### src/rtl/reg_readback_seq.sv
// Walks x0, x9, x18..x27 in slot order, reads each enabled one and streams it out with valid/ready.
// First beat lands RD_LAT+2 cycles after start; the held beat stays stable while out_ready_i is low.
module reg_readback_seq #(
    parameter int DATA_W = 32,
    parameter int RD_LAT = 1
) (
    input  logic              clk_i,
    input  logic              reset_i,
    input  logic              start_i,
    input  logic [11:0]       reg_mask_i,
    output logic [4:0]        rd_addr_o,
    output logic              rd_en_o,
    input  logic [DATA_W-1:0] rd_data_i,
    output logic              out_valid_o,
    input  logic              out_ready_i,
    output logic [DATA_W-1:0] out_data_o,
    output logic [4:0]        out_idx_o,
    output logic              out_last_o,
    output logic              busy_o,
    output logic              done_o
);

    typedef enum logic [2:0] {IDLE, ISSUE, WAIT, SEND, FIN} state_t;

    state_t              state_q;
    logic [11:0]         mask_q;
    logic [3:0]          slot_q;
    logic [1:0]          cnt_q;
    logic [4:0]          rd_addr_q;
    logic                rd_en_q;
    logic                out_valid_q;
    logic [DATA_W-1:0]   out_data_q;
    logic [4:0]          out_idx_q;
    logic                out_last_q;
    logic                busy_q;
    logic                done_q;

    // {found, slot}: first enabled slot at or above the search start.
    logic [4:0]          first_d;
    logic [4:0]          next_d;

    function automatic logic [4:0] slot_to_idx(input logic [3:0] slot);
        logic [4:0] idx;
        case (slot)
            4'd0:    idx = 5'd0;
            4'd1:    idx = 5'd9;
            default: idx = {1'b0, slot} + 5'd16;
        endcase
        return idx;
    endfunction

    function automatic logic [4:0] find_from(input logic [11:0] mask, input logic [4:0] from);
        logic [4:0] hit;
        hit = '0;
        for (int k = 11; k >= 0; k--) begin
            if (mask[k] && (5'(k) >= from)) begin
                hit = {1'b1, 4'(k)};
            end
        end
        return hit;
    endfunction

    assign first_d = find_from(reg_mask_i, 5'd0);
    assign next_d  = find_from(mask_q, {1'b0, slot_q} + 5'd1);

    always_ff @(posedge clk_i) begin
        if (reset_i) begin
            state_q     <= IDLE;
            mask_q      <= '0;
            slot_q      <= '0;
            cnt_q       <= '0;
            rd_addr_q   <= '0;
            rd_en_q     <= 1'b0;
            out_valid_q <= 1'b0;
            out_data_q  <= '0;
            out_idx_q   <= '0;
            out_last_q  <= 1'b0;
            busy_q      <= 1'b0;
            done_q      <= 1'b0;
        end else begin
            done_q <= 1'b0;
            case (state_q)
                IDLE: begin
                    if (start_i) begin
                        mask_q <= reg_mask_i;
                        busy_q <= 1'b1;
                        if (first_d[4]) begin
                            slot_q  <= first_d[3:0];
                            state_q <= ISSUE;
                        end else begin
                            state_q <= FIN;
                        end
                    end
                end
                ISSUE: begin
                    // The address leaves on this edge, so WAIT always adds one cycle on top of RD_LAT.
                    rd_addr_q <= slot_to_idx(slot_q);
                    rd_en_q   <= 1'b1;
                    cnt_q     <= 2'(RD_LAT);
                    state_q   <= WAIT;
                end
                WAIT: begin
                    if (cnt_q == 2'd0) begin
                        out_data_q  <= rd_data_i;
                        out_idx_q   <= slot_to_idx(slot_q);
                        out_last_q  <= ~next_d[4];
                        rd_en_q     <= 1'b0;
                        out_valid_q <= 1'b1;
                        state_q     <= SEND;
                    end else begin
                        cnt_q <= cnt_q - 2'd1;
                    end
                end
                SEND: begin
                    if (out_ready_i) begin
                        out_valid_q <= 1'b0;
                        if (out_last_q) begin
                            state_q <= FIN;
                        end else begin
                            slot_q  <= next_d[3:0];
                            state_q <= ISSUE;
                        end
                    end
                end
                FIN: begin
                    done_q  <= 1'b1;
                    busy_q  <= 1'b0;
                    state_q <= IDLE;
                end
                default: state_q <= IDLE;
            endcase
        end
    end

    assign rd_addr_o   = rd_addr_q;
    assign rd_en_o     = rd_en_q;
    assign out_valid_o = out_valid_q;
    assign out_data_o  = out_data_q;
    assign out_idx_o   = out_idx_q;
    assign out_last_o  = out_last_q;
    assign busy_o      = busy_q;
    assign done_o      = done_q;

endmodule
### config.mk
export PLATFORM = sky130hd
export DESIGN_NAME = reg_readback_seq
export DESIGN_NICKNAME = d
export VERILOG_FILES = /design/src/rtl/reg_readback_seq.sv
export SDC_FILE = /design/constraint.sdc
export NUM_CORES = 1
export LEC_CHECK = 0
export ABC_CLOCK_PERIOD_IN_PS = 5400
export CAP_MARGIN = 40
export CORE_AREA = 2 2 130 107
export DETAILED_ROUTE_END_ITERATION = 10
export DIE_AREA = 0 0 132 109
export PLACE_DENSITY = 0.45
export SKIP_CTS_REPAIR_TIMING = 1
export SLEW_MARGIN = 0
export SYNTH_ARGS = -nofsm -noshare
export SYNTH_HDL_FRONTEND = slang
export SYNTH_SLANG_ARGS = --single-unit
### constraint.sdc
create_clock -name clk_i -period 5.4 [get_ports clk_i]
set_input_delay 0.81 -clock clk_i [delete_from_list [all_inputs] [get_ports clk_i]]
set_output_delay 0.81 -clock clk_i [all_outputs]
set_load 0.02 [all_outputs]
-- Yosys cells after proc, flatten, opt, wreduce, memory -nomap -nowiden
Cells that the tools add are included.
Widths: inputs -> output; s select.
- logic and storage cells: 112
- input bits: 48
- register bits: 68
- output and inout bits: 47
- multiplexer cells: 46
- eq/ne operators: 11
- magnitude comparators: 12
- bitwise logic cells: 1
- reductions and logical operators: 27
- add/sub/neg operators: 3
- operators with widths (kind ; count):
    $mux 5 ; 24
    $ge 3x5->1 const A ; 4
    $ge 4x5->1 const A ; 4
    $mux 4 ; 4
    $mux 3 ; 5
    $logic_and 1x1->1 ; 12
    $ne 2x2->1 const B ; 6
    $pmux 3 s4 ; 1
    $ge 1x5->1 const A ; 2
    $ge 2x5->1 const A ; 2
    $pmux 5 s2 ; 1
    $reduce_and 2->1 ; 5
    $pmux 4 s2 ; 1
    $reduce_bool 2->1 ; 4
    $eq 3x2->1 const B ; 2
    $pmux 1 s2 ; 3
    $reduce_and 3->1 ; 2
    $add 4x1->5 const B ; 1
    $add 4x5->5 const B ; 1
    $mux 1 ; 5
    $reduce_and 5->1 ; 1
    $eq 4x1->1 const B ; 1
    $logic_not 4->1 ; 1
    $pmux 2 s2 ; 1
    other kinds (7) ; 7

-- Longest topological paths before layout
Gate-level depths: netlist of the first run.
- depth in word-level cells: 18
- gate-level depth with buffers: 9
- depth with buffers taken out: 8

-- Least setup slack after synthesis of the first run
Ideal clock, no wire load.
- path type: flip-flop to flip-flop
- start: reg slot_q[0]
- end: reg out_last_q, in the netlist out_last_o
- buffers on the path: 1
- arrival: 2.264 ns
- period minus slack after synthesis: 2.334 ns
- stages on the path, launching flop included: 10
- path slack: 3.066 ns
- library setup time: 0.070 ns
- data required time: 5.330 ns
- cells stage by stage: dfxtp_1 -> buf_6 -> inv_1 -> ha_1 -> and2b_1 -> o21a_1 -> o31ai_4 -> o2111ai_1 -> or4b_1 -> a21oi_1
- word-level cells in the longest chain between the ends: 16
- elaborated cells between the ends (all ways): 38
- those cells by class: 1 x add/sub; 12 x order compare; 12 x mux; 1 x bitwise; 12 x reduce/logical
- ends and longest elaborated chain (element ; line ; text):
    from (decl) ; 27 ; logic [3:0] slot_q;
    from (signal assigned) ; 88 ; slot_q <= first_d[3:0];
    from (signal assigned) ; 120 ; slot_q <= next_d[3:0];
    $add 4x1->5 * ; 64 ; assign next_d = find_from(mask_q, {1'b0, slot_q} + 5'd1);
    $ge 4x5->1 ; 56 ; if (mask[k] && (5'(k) >= from)) begin
    $logic_and 1x1->1 ; 56 ;
    $mux 5 (11 in a row) ; 56 ;
    $mux 5 * ; 56 ;
    $not 1->1 * ; 106 ; out_last_q <= ~next_d[4];
    to (signal assigned) ; 106 ;
    to (decl) ; 34 ; logic out_last_q;
Mark *: on every way between the ends. The rest lies on a longest branch, timed or not.
A chain may end at the register's enable or synchronous reset.

-- Worst setup path in the final report of the first run
Same ends and word-level chain as after synthesis.

==> out/metrics.yaml, run 1 <==
critPathSlowestCell: "dfxtp_1"
synth-seq-cells: 68
clkSlewWorstSetupHoldPaths_ps: 60
cp.required_ps: 5660
swShare: 0.3059
vias: 3110
clk_latency_ps: 330
grt_first_pass_wirelength_mm: 15.26
synth_edf_count: 0
cts_made_buffers: 9
die_w_um: 132
internal-power_mw: 1.157
hold_viol: 0
slew_headroom: 0.4947
antenna_cells: 0
pwr-share-clk: 0.383
drtIter0Drc: 156
die_h_um: 109
core_mm2: 0.01317
critPathCaptureType: "flip-flop"
dr.pass1.iters: 4
gp_routability_congestion: 0.8618
area_growth_pct: 43.59
wl_met2_mm: 4.384
num-nets-final: 550
syn_area_mm2: 0.003221
syn_nets: 466
grt_antenna_before_repair: 0
grt_pass1_vias: 2881
numPortBuffers: 94
cp.arrival_ps: 3010
power_density_mw_per_mm2: 360.6
wl_per_cell_um: 13.97
dp.final_hpwl_mm: 6.585
setup_violations: 0
grt_max_degree: 69
netlist_instances: 413
grt-ovfl-total: 0
worstHoldPathType: "reg2reg"
vdd_ir_drop_max_uv: 137.9
path_max_fanout: 12
power_mw: 1.667
std_cell_rows: 38
die_area_mm2: 0.01439
rsz0062_at_grt: "false"
clock-sinks: 68
cpPeakStageDelay_ps: 600
synth_ff_type: "dfxtp_1"
met3WireLength_um: 422
yosysWarnings: 0
cts_tree: "built"
fin_skew_ps: 4.870
seq_power_share: 0.365
synth_cell_types: 56
pwr-share-comb: 0.253
layout-drive-gt1-share: 0.06574
fin_crit_sh: 0.5093
route.final.wire_length_mm: 9.525
max_cap_viol_count: 0
worst_pin_slew_ps: 758.0
root_buffer: "clkbuf_16"
m1WireLength_mm: 4.546
timing.fmax_mhz: 363.6
slew_violations: 0
ys_seq_area_frac: 0.4227
tns_ps: 0
postSynth.asyncResetShare: 0
clockBufferDepth: 2
p_switching_mw: 0.5101
ant_nets: 0
postPlaceCellArea_mm2: 0.004293
syn_area_per_cell_um2: 7.798
leakage_nw: 1.591
post-route-drc-count: 0
crit_chain: "inv_1, ha_1, or3b_1, o21ai_1, a41o_1, or4b_1, a21oi_1"
grt_usage: 0.1355
startpoint_type: "flip-flop"
cts.htree.levels: 3
start_util: 0.2445
stdcell_area_mm2: 0.004624
ios: 95
fin_crit_ps: 2750
highest_layer: "met4"
crit_type: "reg2reg"
outcome: "finished, final reports clean"
vias_per_cell: 4.560
worst max-delay path, delay by kind of cell (launching register included):
| family | cells | cell delay, ps |
|---|---|---|
| AO/OA/AOI/OAI | 3 | 640 |
| flip-flops | 1 | 600 |
| adder cells (fa/ha/maj) | 1 | 420 |
| buffers and inverters | 1 | 120 |
| AND/OR/NAND/NOR | 2 | 890 |
power groups by stage:
stage	sequential (mW)	combinational (mW)	clock, mW
finish	0.608	0.421	0.638
global placement	0.617	0.423	0
CTS	0.609	0.427	0.661
floorplan	0.631	0.244	0
global route	0.617	0.468	0.679
detailed placement	0.619	0.425	0
through the flow:
| stage | cells | hold slack [ps] | worst slack (ps) | util |
|---|---|---|---|---|
| after floorplan | 413 | 431.8 | 3066 | - |
| after global placement | 665 | 442.0 | 2576 | 0.3260 |
| after detailed placement | 665 | 448.4 | 2445 | 0.3260 |
| after CTS | 681 | 454.8 | 2665 | 0.3508 |
| after global routing | 682 | 472.7 | 2328 | 0.3511 |
| final | 682 | 452.2 | 2650 | 0.3511 |
layout by cell type (no fill, tap or decap), types with 6 or more instances in the layout:
master / n
nand2_1: 100
clkdlybuf4s50_1: 93
dfxtp_1: 68
a21oi_1: 67
nor2_1: 30
inv_1: 12
a211oi_1: 12
clkbuf_16: 9
o21ai_0: 7
nand2b_1: 6
worst paths after layout:
kind | startpoint | end | slack [ps] | cells after the start
setup / recovery | slot_q[0]$_SDFFE_PP0P_ | out_last_o$_SDFFE_PP0P_ | 2650 | 7
hold / removal | out_data_o[4]$_SDFFE_PP0P_ | out_data_o[4]$_SDFFE_PP0P_ | 450 | 2
setup reg to reg | slot_q[0]$_SDFFE_PP0P_ | out_last_o$_SDFFE_PP0P_ | 2650 | 7
hold reg to reg | out_data_o[4]$_SDFFE_PP0P_ | out_data_o[4]$_SDFFE_PP0P_ | 450 | 2
cell usage after synthesis, types with 4 or more instances:
cell      count  area (µm²)
nand2_1     100       375.4
dfxtp_1      68        1361
a21oi_1      67       335.3
nor2_1       30       112.6
clkbuf_1     19       71.32
a211oi_1     12       90.09
inv_1        12       45.04
o21ai_0       7       35.03
nand2b_1      6       37.54
ha_1          5       62.56
nand3_1       5       25.02
nor3_1        5       25.02
nor2b_1       4       25.02
nor3b_1       4       30.03
nor4b_1       4       35.03
o21a_1        4       30.03
o21ai_1       4       20.02
registers in the layout, summed over array words and instances, names as in the netlist, 2 cells and up:
signal	flops
rd_addr_o	5
mask_q	12
out_data_o	32
state_q	3
out_idx_o	5
cnt_q	2
slot_q	4
area by class of cell:
| cell class | instances | area (µm²) |
|---|---|---|
| inverter | 12 | 45.04 |
| multi-input combinational | 307 | 1695 |
| fill | 1381 | 8546 |
| tap | 180 | 225.2 |
| timing repair buffer | 99 | 970.9 |
| clock inverter | 6 | 87.58 |
| sequential | 68 | 1361 |
| clock buffer | 10 | 239.0 |
cells by family after synthesis:
logic type      Yosys count  synth area share
simple gates            175            0.2479
mux                       3          0.009324
xor+xnor                  1          0.002720
compound gates          123            0.2455
flops                    68            0.4227
fa+ha+maj                 5           0.01943
buf+inv                  38           0.05244
layer usage:
layer,vias up,GRT usage
met5,-,0
met4,0,0.06056
met3,12,0.04231
met2,55,0.2080
met1,1434,0.1754
li1,1609,-
Power figures use the tool's default switching activity.
==> inputs of run 2 (changes only) <==
- ABC_CLOCK_PERIOD_IN_PS: 5400 -> 2600
- clock period: 5.4 -> 2.6 ns (I/O delays scaled with it)
==> out/metrics.yaml, run 2 (same netlist as run 1, synthesis figures left out) <==
power_density_mw_per_mm2: 762.4
dr.pass1.iters: 4
worstHoldPathType: "reg2reg"
die_h_um: 109
fin_skew_ps: 4.715
setup_violations: 0
startpoint_type: "flip-flop"
regToRegSetupSlack_ps: 180
antenna_cells: 0
multi_input_area_mm2: 0.001700
r2r_end: "out_last_o$_SDFFE_PP0P_"
dp.final_hpwl_mm: 6.954
num-nets-final: 557
grt-ovfl-total: 0
cp.arrival_ps: 2680
grt_first_pass_wirelength_mm: 15.28
critPathCaptureType: "flip-flop"
final.fill_count: 1405
leakage_nw: 1.633
std_cell_rows: 38
die_area_mm2: 0.01439
root_buffer: "clkbuf_16"
slew_violations: 0
cp.required_ps: 2860
cts_made_buffers: 9
grt_antenna_before_repair: 0
timing.fmax_mhz: 413.0
clockBufferDepth: 2
area_growth_pct: 46.50
tns_ps: 0
rsz0062_at_grt: "false"
cts_tree: "built"
largest_register_ffs: 32
start_util: 0.2445
reg2regPathDepth: 7
fin_crit_sh: 0.9313
grt_max_degree: 42
worst_pin_slew_ps: 688.1
r2r-start: "slot_q[1]$_SDFFE_PP0P_"
layout.area.seq_mm2: 0.001361
vias: 3206
post-route-drc-count: 0
wl_per_cell_um: 14.05
vdd_ir_drop_max_uv: 324.2
clkSlewWorstSetupHoldPaths_ps: 50
cts.htree.levels: 3
clock-sinks: 68
drtIter0Drc: 202
outcome: "finished, final reports clean"
crit_type: "reg2reg"
grt_pass1_vias: 3008
slew_headroom: 0.5392
fin_util: 0.3583
final_common_cell: "nand2_1"
grt_usage: 0.1336
path_max_fanout: 7
max_cap_viol_count: 0
clk_latency_ps: 330
core_mm2: 0.01317
ant_nets: 0
mostFrequentLayoutCells: "nand2_1, clkdlybuf4s50_1, dfxtp_1"
layout-drive-gt1-share: 0.08251
cp-startpoint: "slot_q[1]$_SDFFE_PP0P_"
endpoint: "out_last_o$_SDFFE_PP0P_"
numPortBuffers: 94
vias_per_cell: 4.653
hold_viol: 0
die_w_um: 132
fin_crit_ps: 2422
ios: 95
route.final.wire_length_mm: 9.681
gp_routability_congestion: 0.8152
[run 2: cell count changes in the layout (fill, tap and decap cells not counted), sizes merged]
cell	delta
clkinv	-2
buf	+8
bufinv	+1
clkbuf	-1
clkinvlp	+1
[run 2: through the flow]
stage	std cells	total power, mW	hold slack [ps]	instance area (µm²)	setup WS (ps)
final	689	3.597	452.5	4718	178.5
after global routing	689	3.795	471.2	4718	3.762
after CTS	688	3.642	454.3	4708	166.4
after detailed placement	672	2.196	445.9	4358	108.0
after global placement	672	2.188	442.4	4358	232.6
after floorplan	413	1.819	431.8	3221	266.3
[run 2: worst max-delay path, cell delays in order, from the launching register on]
cell and delay, ps:
dfxtp_1 380, inv_1 80, ha_2 400, or3b_1 430, o21ai_1 220, a41o_1 250, or4b_1 440, a21oi_1 150
[run 2: layer usage]
layer | GRT usage | routed length [µm]
met1 | 0.1671 | 4555
met2 | 0.2221 | 4522
met3 | 0.03905 | 471
met4 | 0.04503 | 132
met5 | 0 | 0
[run 2: layout make-up]
cell class	count	area share
clock buffers	10	0.05065
clock inverters	6	0.02360
inverters	12	0.009547
multi-input cells	307	0.3604
flip-flops and latches	68	0.2885
well taps	180	0.04773
repair buffers	106	0.2196
[run 2: how the worst min path moves through the flow]
stage,to,cells after the start,start
2_1_floorplan,mask_q[1]$_SDFFE_PP0P_,2,mask_q[1]$_SDFFE_PP0P_
3_3_place_gp,out_data_o[23]$_SDFFE_PP0P_,2,out_data_o[23]$_SDFFE_PP0P_
3_5_place_dp,out_data_o[6]$_SDFFE_PP0P_,2,out_data_o[6]$_SDFFE_PP0P_
4_1_cts,out_data_o[6]$_SDFFE_PP0P_,2,out_data_o[6]$_SDFFE_PP0P_
5_1_grt,out_data_o[6]$_SDFFE_PP0P_,2,out_data_o[6]$_SDFFE_PP0P_
6_report,out_idx_o[1]$_SDFFE_PP0P_,2,out_idx_o[1]$_SDFFE_PP0P_
[run 2: report_power, final]
part           leakage, nW  switching [mW]  total (mW)  internal, mW
registers            0.555          0.0897        1.24          1.15
logic                0.910           0.518       0.933         0.415
clock network        0.169           0.463        1.43         0.962
total                 1.63            1.07        3.60          2.53
